<file path="config.mk">
export PLATFORM = sky130hd
export DESIGN_NAME = piso_tx_scheduler
export DESIGN_NICKNAME = d
export VERILOG_FILES = /design/src/rtl/piso_tx_scheduler.sv
export SDC_FILE = /design/constraint.sdc
export NUM_CORES = 1
export LEC_CHECK = 0
export BUFFER_PORTS_ARGS = -buffer_cell sky130_fd_sc_hd__buf_2
export CAP_MARGIN = 25
export CORE_ASPECT_RATIO = 1.4
export CORE_MARGIN = 4
export CORE_UTILIZATION = 34
export CTS_CLUSTER_SIZE = 16
export DETAILED_ROUTE_END_ITERATION = 8
export PLACE_DENSITY = 0.57
export RECOVER_POWER = 50
export SLEW_MARGIN = 20
export SYNTH_ARGS = -nofsm -noshare
export SYNTH_HDL_FRONTEND = slang
export SYNTH_SLANG_ARGS = --single-unit
</file>
<file path="constraint.sdc">
create_clock -name clk -period 2 [get_ports clk]
set_input_delay 0.6 -clock clk [delete_from_list [all_inputs] [get_ports clk]]
set_output_delay 0.6 -clock clk [all_outputs]
set_load 0.03 [all_outputs]
</file>
<file path="src/rtl/piso_tx_scheduler.sv">
// Two-requester scheduler that feeds one WIDTH-bit PISO: arbitrate, load, shift, gap.
// Define PISO_FIXED_PRIORITY_EN for fixed priority (req0 wins ties); default is round robin.
module piso_tx_scheduler #(
  parameter int WIDTH      = 10,
  parameter int GAP_CYCLES = 2
) (
  input  logic             clk,
  input  logic             reset,
  input  logic             req0,
  input  logic [WIDTH-1:0] data0,
  input  logic             req1,
  input  logic [WIDTH-1:0] data1,
  output logic             gnt0,
  output logic             gnt1,
  output logic [WIDTH-1:0] piso_data,
  output logic             piso_load_n,
  output logic             tx_active,
  output logic             done,
  output logic             busy
);

  typedef enum logic [1:0] {IDLE, LOAD, SHIFT, GAP} state_t;

  localparam int CW = (WIDTH > 1) ? $clog2(WIDTH) : 1;
  localparam int GW = (GAP_CYCLES > 1) ? $clog2(GAP_CYCLES) : 1;
  localparam logic [CW-1:0] C_LAST = CW'(WIDTH - 1);
  localparam logic [CW-1:0] C_PEN  = CW'((WIDTH > 1) ? WIDTH - 2 : 0);
  localparam logic [GW-1:0] G_LAST = GW'((GAP_CYCLES > 0) ? GAP_CYCLES - 1 : 0);

  state_t        state;
  logic [CW-1:0] cnt;
  logic [GW-1:0] gcnt;
  logic          last_grant;
  logic          pick1;

  // last_grant: 0 = requester 0 won last, 1 = requester 1 won last
`ifdef PISO_FIXED_PRIORITY_EN
  assign pick1 = req1 & ~req0;
`else
  assign pick1 = req1 & (~req0 | ~last_grant);
`endif

  always_ff @(posedge clk or posedge reset) begin
    if (reset) begin
      state       <= IDLE;
      cnt         <= '0;
      gcnt        <= '0;
      last_grant  <= 1'b1;
      gnt0        <= 1'b0;
      gnt1        <= 1'b0;
      piso_data   <= '0;
      piso_load_n <= 1'b1;
      tx_active   <= 1'b0;
      done        <= 1'b0;
      busy        <= 1'b0;
    end else begin
      gnt0 <= 1'b0;
      gnt1 <= 1'b0;
      done <= 1'b0;
      case (state)
        IDLE: begin
          if (req0 | req1) begin
            state       <= LOAD;
            piso_data   <= pick1 ? data1 : data0;
            gnt0        <= ~pick1;
            gnt1        <= pick1;
            last_grant  <= pick1;
            piso_load_n <= 1'b0;
            busy        <= 1'b1;
          end
        end
        LOAD: begin
          state       <= SHIFT;
          piso_load_n <= 1'b1;
          tx_active   <= 1'b1;
          cnt         <= '0;
          done        <= (WIDTH == 1);
        end
        SHIFT: begin
          if (cnt == C_LAST) begin
            tx_active <= 1'b0;
            if (GAP_CYCLES > 0) begin
              state <= GAP;
              gcnt  <= '0;
            end else begin
              state <= IDLE;
              busy  <= 1'b0;
            end
          end else begin
            cnt  <= cnt + 1'b1;
            done <= (cnt == C_PEN);
          end
        end
        GAP: begin
          if (gcnt == G_LAST) begin
            state <= IDLE;
            busy  <= 1'b0;
          end else begin
            gcnt <= gcnt + 1'b1;
          end
        end
        default: state <= IDLE;
      endcase
    end
  end

endmodule

</file>
After elaboration in Yosys (flattened, before gate mapping)
Index checks and enable logic that the tools add are counted.
{ "classes": {"n_addsub": 2, "eq_ne": 9, "mux": 22, "n_bitwise": 6, "n_reduce_logical": 12} }
{ "ops": {"columns": ["op", "n"], "rows": [
  ["2-to-1 mux 1 bit", 11],
  ["2-to-1 mux 10 bit", 1],
  ["AND reduction 2 bit", 5],
  ["== test 4 bit, second input constant", 2],
  ["inequality test 2 bit, second input constant", 4],
  ["one-hot mux 1 bit (2 select lines)", 4],
  ["one-hot mux 2 bit (4 select lines)", 1],
  ["one-hot mux 4 bit (2 select lines)", 1],
  ["nonzero test 2 bit", 4],
  ["2-to-1 mux 2 bit", 3],
  ["AND reduction 3 bit", 2],
  ["adder 4 x 1 -> 4 bit, second input constant", 1],
  ["== test 2 bit, second input constant", 2],
  ["2-to-1 mux 4 bit", 1],
  ["NOT 1 bit", 3],
  ["== test 2 x 1 -> 1 bit, second input constant", 1],
  ["logical NOT 2 bit", 1],
  ["OR 1 bit", 2],
  ["adder 1 bit, second input constant", 1],
  ["AND 1 bit", 1]
]} }
{ "word_totals": {"reg_bits": 24, "in_bits": 24, "out_inout_bits": 16, "wordCells": 62} }

Longest topological paths before layout
Gate-level depths: netlist of the first run.
{ "logic_depth": {"ltp_word": 6, "ltp_mapped": 6, "ltp_nobuf": 5} }

Worst setup path after synthesis of the first run
No wires, ideal clock.
{ "synth_path": {"path_type": "reg2reg", "startpoint": "reg cnt[1]", "endpoint": "reg state[1]", "setup_time_ns": 0.128, "arrival_time_ns": 1.382, "path_slack_ns": 0.491, "path_stages_with_launch": 6, "n_path_buf": 0, "period_less_slack_ns": 1.509, "path_cell_list": "dfrtp_1 inv_1 ha_1 nand3b_4 a221oi_2 mux2_1"} }
{ "synth_via": {"elab_chain_cells": 3} }
{ "synth_rtl": {"columns": ["element", "line", "rtl"], "rows": [
  ["start: declaration", "31", "logic [CW-1:0] cnt;"],
  ["start signal: assignment", "90", "cnt <= cnt + 1'b1;"],
  ["== test 4 bit", "80", "if (cnt == C_LAST) begin"],
  ["inequality test 2 bit (no source line)", null, null],
  ["AND reduction 3 bit (no source line)", null, null],
  ["end signal: assignment", "83", "state <= GAP;"],
  ["end signal: assignment", "86", "state <= IDLE;"],
  ["end signal: assignment", "96", "state <= IDLE;"],
  ["end: declaration", "30", "state_t state;"]
]} }
Every way passes these cells.
A chain may end at the register's enable or synchronous reset.

Worst setup path after layout of the first run
Ends and elaborated chain as after synthesis.

==> Flow_metrics.wiki, run 1 <==
{| class="wikitable"
! Metric !! Value
|-
| Run status || completed
|-
| Clock Root Buffer || clkbuf_8
|-
| Type of the most critical hold path || register to register
|-
| Top-count cell post-synth || dfrtp_1
|-
| Top cells by count, synth || 22 x dfrtp_1, 13 x nand2_1, 13 x o21ai_1
|-
| Final period demand of the worst path || 1640 ps
|-
| Fillers || 336
|-
| Dominant register cell in the synthesized netlist || dfrtp_1
|-
| Clk Latency, worst-skew pair || 260 ps
|-
| Num CTS Buffers || 3
|-
| Largest net degree at the start of global routing || 25
|-
| Crit-path max cell delay || 440 ps
|-
| Number of nets with antenna violations after detailed routing || 0
|-
| First-pass GRT wire length || 4.26 mm
|-
| Residual DRC count || 0
|-
| Vias per std cell || 4.82
|-
| Post-synthesis async set-or-reset flop share || 100%
|-
| Highest achievable clock rate || 0.611 GHz
|-
| First-pass iteration count of the detailed router || 4
|-
| Die X || 58.7 um
|-
| Via count || 960
|-
| Worst VDD drop || 761 uV
|-
| Max-cap viol count || 0
|-
| Cell count of the worst reg-to-reg path || 5
|-
| Routed WL || 2.53 mm
|-
| Hold violation total from the final report || 0
|-
| CP Launch Type || register
|-
| Endpoints failing setup || 0
|-
| Worst r2r src || cnt[1]
|-
| Register area share after synthesis || 49.2%
|-
| Starting utilization of the core area || 35.9%
|-
| Utilization after layout || 44.8%
|-
| Post-synthesis area per instance || 10.6 um^2
|-
| RSZ-0062 raised after global routing || false
|-
| Highest net fanout along the worst path || 6
|-
| Register-to-register setup slack || 360 ps
|-
| Number of clock sinks seen by CTS || 24
|-
| Number of standard cells in the layout, taps in and fillers out || 199
|-
| Number of top-level pins || 40
|-
| Gate count after technology mapping || 116
|-
| CORE AREA || 3410 um^2
|-
| Share of final-layout standard cells stronger than drive strength 1 || 30.8%
|-
| Place WS || 365 ps
|-
| Final Skew || 3.70 ps
|-
| CP max stage cell || dfrtp_1
|-
| Series of cell instances along the critical path || inv_1 -> ha_1 -> nand3b_4 -> a221oi_2 -> mux2_1
|-
| Setup ws final || 364 ps
|-
| Number of enable flip-flop cells after synthesis || 0
|-
| Number of buffers inserted by post-CTS setup repair || 0
|-
| Pwr Total || 2.33 mW
|-
| Post-DP Area || 1480 um^2
|-
| Routed WL per cell || 12.7 um
|-
| Half-perimeter wire length after detailed placement || 2.00 mm
|-
| Antenna violations before repair || 0
|-
| Worst Setup Path Type || register to register
|-
| Count of different cell masters after synthesis || 29
|-
| Total power per unit cell area || 1530 nW/um^2
|-
| Data required time of the worst path || 2150 ps
|-
| Synth top area share || 44.9%
|-
| WP data arrival || 1790 ps
|-
| Count of inserted antenna diode cells || 0
|-
| GRT Resource Usage Total || 11.8%
|-
| # hold bufs at CTS || 0
|-
| Maximum level of the CTS H-tree || 1
|-
| Final number of max-transition violations || 0
|-
| First DRT Iteration DRCs || 26
|-
| Resized Gates After CTS || 0
|-
| Placed Instances || 195
|-
| Net count after synthesis || 148
|-
| Total congestion overflow after global routing || 0
|-
| Critical Path Sink Type || register
|-
| CP startpoint || cnt[1]
|-
| Total number of nets in the final design || 192
|-
| Critical path destination || state[1]
|-
| Quantity of I/O buffers inserted on ports || 39
|-
| TritonCTS clock tree || built
|-
| Period Utilization, post-route || 81.8%
|-
| Final TNS setup || 0 ps
|-
| Number of global-route vias before repair || 968
|-
| Post-layout instance area || 1530 um^2
|-
| Area grow syn2layout || 24.8%
|-
| Area of the mapped netlist || 1220 um^2
|-
| Die boundary height || 79.0 um
|-
| Yosys reg bits || 24
|-
| CTS clock-pin slew for the worst setup and hold paths || 80 ps
|-
| Least-Margin Pin Slew || 1270 ps
|-
| Leakage || 0.795 nW
|-
| Row count || 25
|-
| Yosys Warn Count || 0
|-
| Routability congestion estimate || 0.748
|-
| Endpoint of the worst register-to-register path || state[1]
|-
| Clk buf depth || 2
|-
| Die outline area || 4640 um^2
|-
| Worst Hold Slack || 485 ps
|-
| Worst slew slack as a fraction of its limit || 15.4%
|-
| Cells taking the most area after synthesis || dfrtp_1 45%, mux2i_1 9.8%, ha_1 8.2%
|-
| Largest area contributor in the netlist || dfrtp_1
|}
layout make-up:
| type | count | area (um^2) | area share, % |
|---|---|---|---|
| Timing Repair Buffer | 43 | 219 | 14.3 |
| Sequential cell | 24 | 603 | 39.4 |
| Multi-Input combinational cell | 82 | 579 | 37.9 |
| Tap cell | 40 | 50.0 | 3.27 |
| Clock buffer | 4 | 55.1 | 3.60 |
| Inverter | 6 | 22.5 | 1.47 |
flip-flops by register name, summed over array words and instances (netlist names):
signal,cells
gnt1,1
done,1
last_grant,1
state,2
gnt0,1
cnt,4
piso_data,10
busy,1
piso_load_n,1
tx_active,1
gcnt,1
worst max-delay path: cells and delay by family (launching register included):
kind | cells | cell delay, ps
AOI/OAI and AO/OA | 1 | 280
adders and majority gates | 1 | 230
buffers and inverters | 1 | 100
DFF | 1 | 440
muxes | 1 | 350
and+or+nand+nor | 1 | 130
logic make-up (layout without fill, tap and decap cells):
logic type,after synthesis,count (layout),synth area share [%]
compound gates,28,28,14.3
buf+inv,10,53,3.47
simple gates,33,33,14.1
fa+ha+maj,8,8,8.17
mux,13,13,10.7
flops,24,24,49.2
layer usage:
layer  wire [um]  track usage [%]  up-vias
met2        1260             21.5       40
li1            -                -      490
met5           0                0        -
met3         276             2.44        5
met1         948             12.9      425
met4          43             4.76        0
placed cells by master, fill, tap and decap left out, drive strengths merged:
cell / count
nand3b: 2
o21ai: 13
nand2: 13
buf: 40
a21boi: 2
a31oi: 2
o22a: 1
clkbuf: 7
nand4: 1
nand2b: 2
nand4b: 1
inv: 6
and2: 1
a21o: 2
dfstp: 2
o32a: 1
dfrtp: 22
mux2: 1
ha: 8
a221oi: 1
mux2i: 12
and3b: 1
nand3: 5
nor2: 6
a21oi: 6
nor2b: 1
report_power, final:
group,switching [mW],internal [mW],total [mW]
Combinational,0.727,0.438,1.17
Clock,0.148,0.176,0.323
Sequential,0.144,0.703,0.846
worst min path at each step:
stage	startpoint	to	slack, ps	depth (start not counted)
finish	piso_data[6]	piso_data[6]	490	2
detailed placement	piso_data[6]	piso_data[6]	470	2
CTS	reset	piso_data[7]	380	3
floorplan	gcnt	gcnt	480	1
global placement	piso_data[7]	piso_data[7]	470	2
global route	piso_data[3]	piso_data[3]	510	2
Note: power is estimated with default switching activity, not from simulation.
==> run 2: changes to the inputs <==
Clock period 2 ns to 1.6 ns, I/O delays scaled along.
==> run 2 against run 1 <==
Effect of this change: power rose by 27%; register-to-register slack got worse by 270 ps; global-route usage fell by 0.13 points; worst hold slack got worse by 140 ps; non-clock buffer count rose by 3; cell area rose by 2.9%; critical path depth fell by 1; flip-flop and latch count did not move; die area did not move; count of clock-buffer cells in the layout did not move.
==> Flow_metrics.wiki, run 2 (synthesized netlist as in run 1, its figures left out) <==
{| class="wikitable"
! Metric !! Value
|-
| Routed WL per cell || 12.5 um (was 12.7 um)
|-
| Row count || 25 (unchanged)
|-
| Number of buffers inserted by post-CTS setup repair || 0 (unchanged)
|-
| Portion of total power attributed to combinational logic || 52.3% (was 49.9%)
|-
| Residual DRC count || 0 (unchanged)
|-
| Post-layout instance area || 1570 um^2 (was 1530 um^2)
|-
| Via count || 983 (was 960)
|-
| Max-cap viol count || 0 (unchanged)
|-
| Type of the most critical hold path || primary input to asynchronous set/reset pin (was register to register)
|-
| Starting utilization of the core area || 35.9% (unchanged)
|-
| CORE AREA || 3410 um^2 (unchanged)
|-
| Run status || completed (unchanged)
|-
| Vias per std cell || 4.87 (was 4.82)
|-
| # hold bufs at CTS || 0 (unchanged)
|-
| Internal power || 1.67 mW (was 1.32 mW)
|-
| Highest achievable clock rate || 0.665 GHz (was 0.611 GHz)
|-
| Sequential cell fraction of total power || 35.4% (was 36.3%)
|-
| Worst slew slack as a fraction of its limit || 60.9% (was 15.4%)
|-
| CTS clock-pin slew for the worst setup and hold paths || 80 ps (about the same)
|-
| Proportion of total power due to net switching || 43.6% (about the same)
|-
| Crit-path max cell delay || 420 ps (was 440 ps)
|-
| GRT Resource Usage Total || 11.7% (was 11.8%)
|-
| Num CTS Buffers || 3 (unchanged)
|-
| Number of flip-flops in the largest register || 10 (unchanged)
|-
| CP max stage cell || dfrtp_1 (unchanged)
|-
| Die X || 58.7 um (unchanged)
|-
| Number of top-level pins || 40 (unchanged)
|-
| Clk Latency, worst-skew pair || 260 ps (about the same)
|-
| Post-DP Area || 1530 um^2 (was 1480 um^2)
|-
| Die outline area || 4640 um^2 (unchanged)
|-
| Number of nets with antenna violations after detailed routing || 0 (unchanged)
|-
| Antenna violations before repair || 0 (unchanged)
|-
| Endpoints failing setup || 0 (unchanged)
|-
| Register containing the most flip-flops in the final layout || piso_data (unchanged)
|-
| Clock Root Buffer || clkbuf_8 (unchanged)
|-
| Worst Setup Path Type || register to register (unchanged)
|-
| Hold violation total from the final report || 0 (unchanged)
|-
| Quantity of I/O buffers inserted on ports || 39 (unchanged)
|-
| Data required time of the worst path || 1750 ps (was 2150 ps)
|-
| Proportion of power drawn by the clock network || 12.3% (was 13.8%)
|-
| Final number of max-transition violations || 0 (unchanged)
|-
| Die boundary height || 79.0 um (unchanged)
|-
| Area grow syn2layout || 28.4% (was 24.8%)
|-
| Commonest cells after routing, fill and taps aside || 36 x buf_2, 22 x dfrtp_1, 13 x nand2_1 (was 37 x buf_2, 22 x dfrtp_1, 13 x o21ai_1, 13 x nand2_1, 12 x mux2i_1)
|-
| Clk buf depth || 2 (unchanged)
|-
| Count of inserted antenna diode cells || 0 (unchanged)
|-
| TritonCTS clock tree || built (unchanged)
|-
| Series of cell instances along the critical path || ha_1 -> nor2b_1 -> a221oi_2 -> mux2_1 (was inv_1 -> ha_1 -> nand3b_4 -> a221oi_2 -> mux2_1)
|-
| Final Skew || 1.75 ps (was 3.70 ps)
|-
| Final period demand of the worst path || 1500 ps (was 1640 ps)
|-
| CP Launch Type || register (unchanged)
|-
| First-pass GRT wire length || 4.37 mm (was 4.26 mm)
|-
| Period Utilization, post-route || 94.0% (was 81.8%)
|-
| Least-Margin Pin Slew || 587 ps (was 1270 ps)
|-
| First-pass iteration count of the detailed router || 4 (unchanged)
|-
| Worst VDD drop || 990 uV (was 761 uV)
|-
| Total number of nets in the final design || 195 (was 192)
|-
| Share of final-layout standard cells stronger than drive strength 1 || 32.7% (was 30.8%)
|-
| Power dissipated by switching net loads || 1.29 mW (was 1.02 mW)
|-
| Routability congestion estimate || 0.803 (was 0.748)
|-
| First DRT Iteration DRCs || 20 (was 26)
|-
| Largest net degree at the start of global routing || 25 (unchanged)
|-
| Maximum level of the CTS H-tree || 1 (unchanged)
|-
| Half-perimeter wire length after detailed placement || 1.98 mm (was 2.00 mm)
|-
| Fillers || 335 (was 336)
|-
| Number of clock sinks seen by CTS || 24 (unchanged)
|-
| Total congestion overflow after global routing || 0 (unchanged)
|-
| Highest net fanout along the worst path || 4 (was 6)
|-
| Total power per unit cell area || 1880 nW/um^2 (was 1530 nW/um^2)
|-
| Routed WL || 2.53 mm (about the same)
|-
| Critical Path Sink Type || register (unchanged)
|-
| RSZ-0062 raised after global routing || false (unchanged)
|-
| Most common library cell in the layout ignoring fill and taps || buf_2 (unchanged)
|-
| Leakage || 0.812 nW (was 0.795 nW)
|-
| Number of global-route vias before repair || 967 (was 968)
|-
| Final TNS setup || 0 ps (unchanged)
|-
| Leading registers by flop count || piso_data x10, cnt x4, state x2 (unchanged)
|-
| WP data arrival || 1650 ps (was 1790 ps)
|-
| Resized Gates After CTS || 0 (unchanged)
|}
-- run 2: changes by cell type in the layout (fill, tap and decap cells not counted), sizes merged --
cell / delta
clkbuf: +1
buf: +2
-- run 2: final timing paths --
kind | startpoint | end | slack, ps | depth (start not counted)
min reg2reg | piso_data[1] | piso_data[1] | 490 | 2
min in group clk | req0 | last_grant | 440 | 2
max | state[0] | state[1] | 100 | 4
max in group asynchronous | reset | piso_data[0] | 870 | 3
min | reset | piso_data[7] | 350 | 3
max reg2reg | state[0] | state[1] | 100 | 4
-- run 2: metal layers --
metal | wire length (um) | up-vias | global-route usage (%) | part of all wire, %
met5 | 0 | - | 0 | 0
met4 | 25 | 0 | 4.08 | 0.99
met3 | 246 | 2 | 2.28 | 9.7
met2 | 1250 | 29 | 20.7 | 49
met1 | 1010 | 452 | 13.7 | 40
li1 | - | 500 | - | -
-- run 2: per-stage QoR --
stage	power (mW)	utilization [%]	instances	worst slack [ps]	hold WS [ps]
after floorplan	2.14	-	116	90.9	482
after global placement	2.56	44.8	198	131	464
after detailed placement	2.63	44.8	198	95.9	471
after CTS	3.00	46.1	202	80.3	257
after global routing	3.20	46.1	202	22.4	416
final	2.96	46.1	202	96.0	347
-- run 2: power groups by stage --
stage	logic (mW)	registers, mW	clock network, mW
after global routing	1.70	1.09	0.407
after CTS	1.57	1.05	0.381
after detailed placement	1.57	1.06	0
final	1.55	1.05	0.362
after floorplan	0.761	1.38	0
after global placement	1.52	1.05	0
-- run 2: critical path, delay by kind of cell (launching register included) --
| family | cells | cell delay (ps) |
|---|---|---|
| simple gates | 1 | 160 |
| compound gates | 1 | 220 |
| flops | 1 | 420 |
| mux | 1 | 350 |
| fa+ha+maj | 1 | 250 |
-- run 2: final cells by class --
type | instances | area (um^2) | area share [%]
Sequential cell | 24 | 603 | 38.3
Multi-Input combinational cell | 82 | 586 | 37.2
Timing Repair Buffer | 46 | 267 | 16.9
Tap cell | 40 | 50.0 | 3.18
Clock buffer | 4 | 45.0 | 2.86
Inverter | 6 | 22.5 | 1.43
==> run 3: changes to the inputs <==
Settings changed: SETUP_SLACK_MARGIN set to 0.15.
==> run 3 against run 2 <==
Effect of this change: sequential share of layout area shrank 2.3 points; largest power group unchanged; largest cell class is now multi-input gates; cell area grew 6.6%; combinational power grew 15%; worst setup slack gained 41 ps; critical path depth is the same; sequential power is essentially flat; maximum frequency grew 2.8%; routed wire length grew 4.1%; cell count grew 2.5%; critical path type unchanged; critical endpoint unchanged; core utilization grew 3.0 points; highest routed layer unchanged; flip-flop and latch count is the same.
==> Flow_metrics.wiki, run 3 (synthesized netlist as in run 1, its figures left out) <==
{| class="wikitable"
! Metric !! Value
|-
| Number of nets with antenna violations after detailed routing || 0 (unchanged)
|-
| First-pass GRT wire length || 4.36 mm (was 4.37 mm)
|-
| Commonest cells after routing, fill and taps aside || 35 x buf_2, 21 x dfrtp_1, 13 x nand2_1 (was 36 x buf_2, 22 x dfrtp_1, 13 x nand2_1)
|-
| Grt peak-use layer || met2 (unchanged)
|-
| Post-layout instance area || 1680 um^2 (was 1570 um^2)
|-
| Residual DRC count || 0 (unchanged)
|-
| Worst r2r src || state[1] (was state[0])
|-
| Endpoints failing setup || 0 (unchanged)
|-
| Worst VDD drop || 788 uV (was 990 uV)
|-
| CORE AREA || 3410 um^2 (unchanged)
|-
| Proportion of total power due to net switching || 42.0% (was 43.6%)
|-
| Leakage || 0.849 nW (was 0.812 nW)
|-
| Clk buf depth || 2 (unchanged)
|-
| Die X || 58.7 um (unchanged)
|-
| CP Launch Type || register (unchanged)
|-
| Maximum level of the CTS H-tree || 1 (unchanged)
|-
| Count of inserted antenna diode cells || 0 (unchanged)
|-
| Register containing the most flip-flops in the final layout || piso_data (unchanged)
|-
| Clock Root Buffer || clkbuf_8 (unchanged)
|-
| Antenna violations before repair || 0 (unchanged)
|-
| Hold violation total from the final report || 0 (unchanged)
|-
| Final period demand of the worst path || 1460 ps (was 1500 ps)
|-
| Total number of nets in the final design || 200 (was 195)
|-
| Half-perimeter wire length after detailed placement || 2.03 mm (was 1.98 mm)
|-
| Data required time of the worst path || 1750 ps (about the same)
|-
| Final TNS setup || 0 ps (unchanged)
|-
| Final Skew || 1.88 ps (was 1.75 ps)
|-
| Total area of multi-input combinational cells || 634 um^2 (was 586 um^2)
|-
| Worst Setup Path Type || register to register (unchanged)
|-
| Highest net fanout along the worst path || 4 (unchanged)
|-
| Die boundary height || 79.0 um (unchanged)
|-
| Worst Hold Slack || 348 ps (was 347 ps)
|-
| Endpoint of the worst register-to-register path || state[1] (unchanged)
|-
| Quantity of I/O buffers inserted on ports || 39 (unchanged)
|-
| Critical Path Sink Type || register (unchanged)
|-
| Highest achievable clock rate || 0.684 GHz (was 0.665 GHz)
|-
| Number of top-level pins || 40 (unchanged)
|-
| Worst slew slack as a fraction of its limit || 60.9% (about the same)
|-
| Pwr Total || 3.25 mW (was 2.96 mW)
|-
| Internal power || 1.89 mW (was 1.67 mW)
|-
| Vias per std cell || 4.80 (was 4.87)
|-
| Share of final-layout standard cells stronger than drive strength 1 || 40.1% (was 32.7%)
|-
| Clk Latency, worst-skew pair || 260 ps (about the same)
|-
| GRT Resource Usage Total || 12.0% (was 11.7%)
|-
| Total power per unit cell area || 1940 nW/um^2 (was 1880 nW/um^2)
|-
| Sequential cell fraction of total power || 32.9% (was 35.4%)
|-
| Max-cap viol count || 0 (unchanged)
|-
| WP data arrival || 1610 ps (was 1650 ps)
|-
| Via count || 993 (was 983)
|-
| Proportion of power drawn by the clock network || 12.4% (was 12.3%)
|-
| TritonCTS clock tree || built (unchanged)
|-
| CP startpoint || state[1] (was state[0])
|-
| Leading registers by flop count || piso_data x10, cnt x4, state x2 (unchanged)
|-
| Routed WL || 2.64 mm (was 2.53 mm)
|-
| First DRT Iteration DRCs || 15 (was 20)
|-
| Portion of total power attributed to combinational logic || 54.7% (was 52.3%)
|-
| Post-DP Area || 1550 um^2 (was 1530 um^2)
|-
| Run status || completed (unchanged)
|-
| Global-route met2 utilization || 21.8% (was 20.7%)
|-
| Power dissipated by switching net loads || 1.37 mW (was 1.29 mW)
|-
| Register-to-register setup slack || 140 ps (was 100 ps)
|-
| CTS clock-pin slew for the worst setup and hold paths || 80 ps (about the same)
|-
| Die outline area || 4640 um^2 (unchanged)
|-
| Num CTS Buffers || 3 (unchanged)
|-
| Area grow syn2layout || 36.9% (was 28.4%)
|-
| Period Utilization, post-route || 91.4% (was 94.0%)
|-
| Number of flip-flops in the largest register || 10 (unchanged)
|-
| Met1 track utilization from global routing || 12.9% (was 13.7%)
|-
| Final number of max-transition violations || 0 (unchanged)
|-
| Area taken by flip-flops and latches || 604 um^2 (was 603 um^2)
|-
| First-pass iteration count of the detailed router || 4 (unchanged)
|-
| Met3 Track Usage GR || 2.60% (was 2.28%)
|-
| Largest net degree at the start of global routing || 25 (unchanged)
|-
| Number of global-route vias before repair || 1036 (was 967)
|-
| Cell count of the worst reg-to-reg path || 4 (unchanged)
|-
| Total congestion overflow after global routing || 0 (unchanged)
|-
| Type of the most critical hold path || primary input to asynchronous set/reset pin (unchanged)
|-
| Most common library cell in the layout ignoring fill and taps || buf_2 (unchanged)
|-
| RSZ-0062 raised after global routing || true (was false)
|-
| Least-Margin Pin Slew || 586 ps (was 587 ps)
|-
| Routed WL per cell || 12.7 um (was 12.5 um)
|-
| Starting utilization of the core area || 35.9% (unchanged)
|-
| Fillers || 326 (was 335)
|-
| Routability congestion estimate || 0.739 (was 0.803)
|-
| Utilization after layout || 49.2% (was 46.1%)
|-
| Number of clock sinks seen by CTS || 24 (unchanged)
|-
| Row count || 25 (unchanged)
|}
run 3: worst max-delay path, cell delays in order (launching register included):
cell and delay (ps):
dfrtp_1 410, inv_1 120, ha_4 190, a221oi_4 310, mux2_4 330
run 3: power groups by stage:
stage	Clock, mW	Combinational (mW)	Sequential, mW
finish	0.402	1.78	1.07
global placement	0	1.55	1.06
floorplan	0	0.773	1.38
global route	0.443	1.97	1.11
CTS	0.422	1.78	1.07
detailed placement	0	1.60	1.07
run 3: final cells by class:
type | count | share of cell area [%]
clock buffer | 4 | 3.28
inverter | 6 | 1.34
multi-input combinational | 82 | 37.8
sequential | 24 | 36.0
tap | 40 | 2.99
timing repair buffer | 51 | 18.5
run 3: how the worst max path moves through the flow:
| stage | end | slack (ps) | depth (start not counted) |
|---|---|---|---|
| 3_3_place_gp | state[1] | 150 | 4 |
| 4_1_cts | state[1] | 150 | 5 |
| 3_5_place_dp | state[1] | 50 | 4 |
| 5_1_grt | state[1] | 70 | 4 |
| 2_1_floorplan | state[1] | 150 | 5 |
| 6_report | state[1] | 140 | 4 |
run 3: metrics by stage:
stage | setup slack, ps | instances
global placement | 150 | 199
detailed placement | 45.2 | 199
global route | 70.3 | 207
floorplan | 145 | 116
finish | 137 | 207
CTS | 147 | 206
run 3: layer usage:
| metal | up-vias | wire length (um) |
|---|---|---|
| met5 | - | 0 |
| met4 | 0 | 59 |
| met3 | 6 | 221 |
| met2 | 32 | 1310 |
| met1 | 450 | 1040 |
| li1 | 505 | - |
run 3: repair_timing:
action                     4_1_cts  5_1_grt
hold endpoints to repair         0        0
gates resized for setup         13        1
pin swaps                        2        1
hold buffers                     0        0
setup buffers                    3        1
setup endpoints to repair        3        6
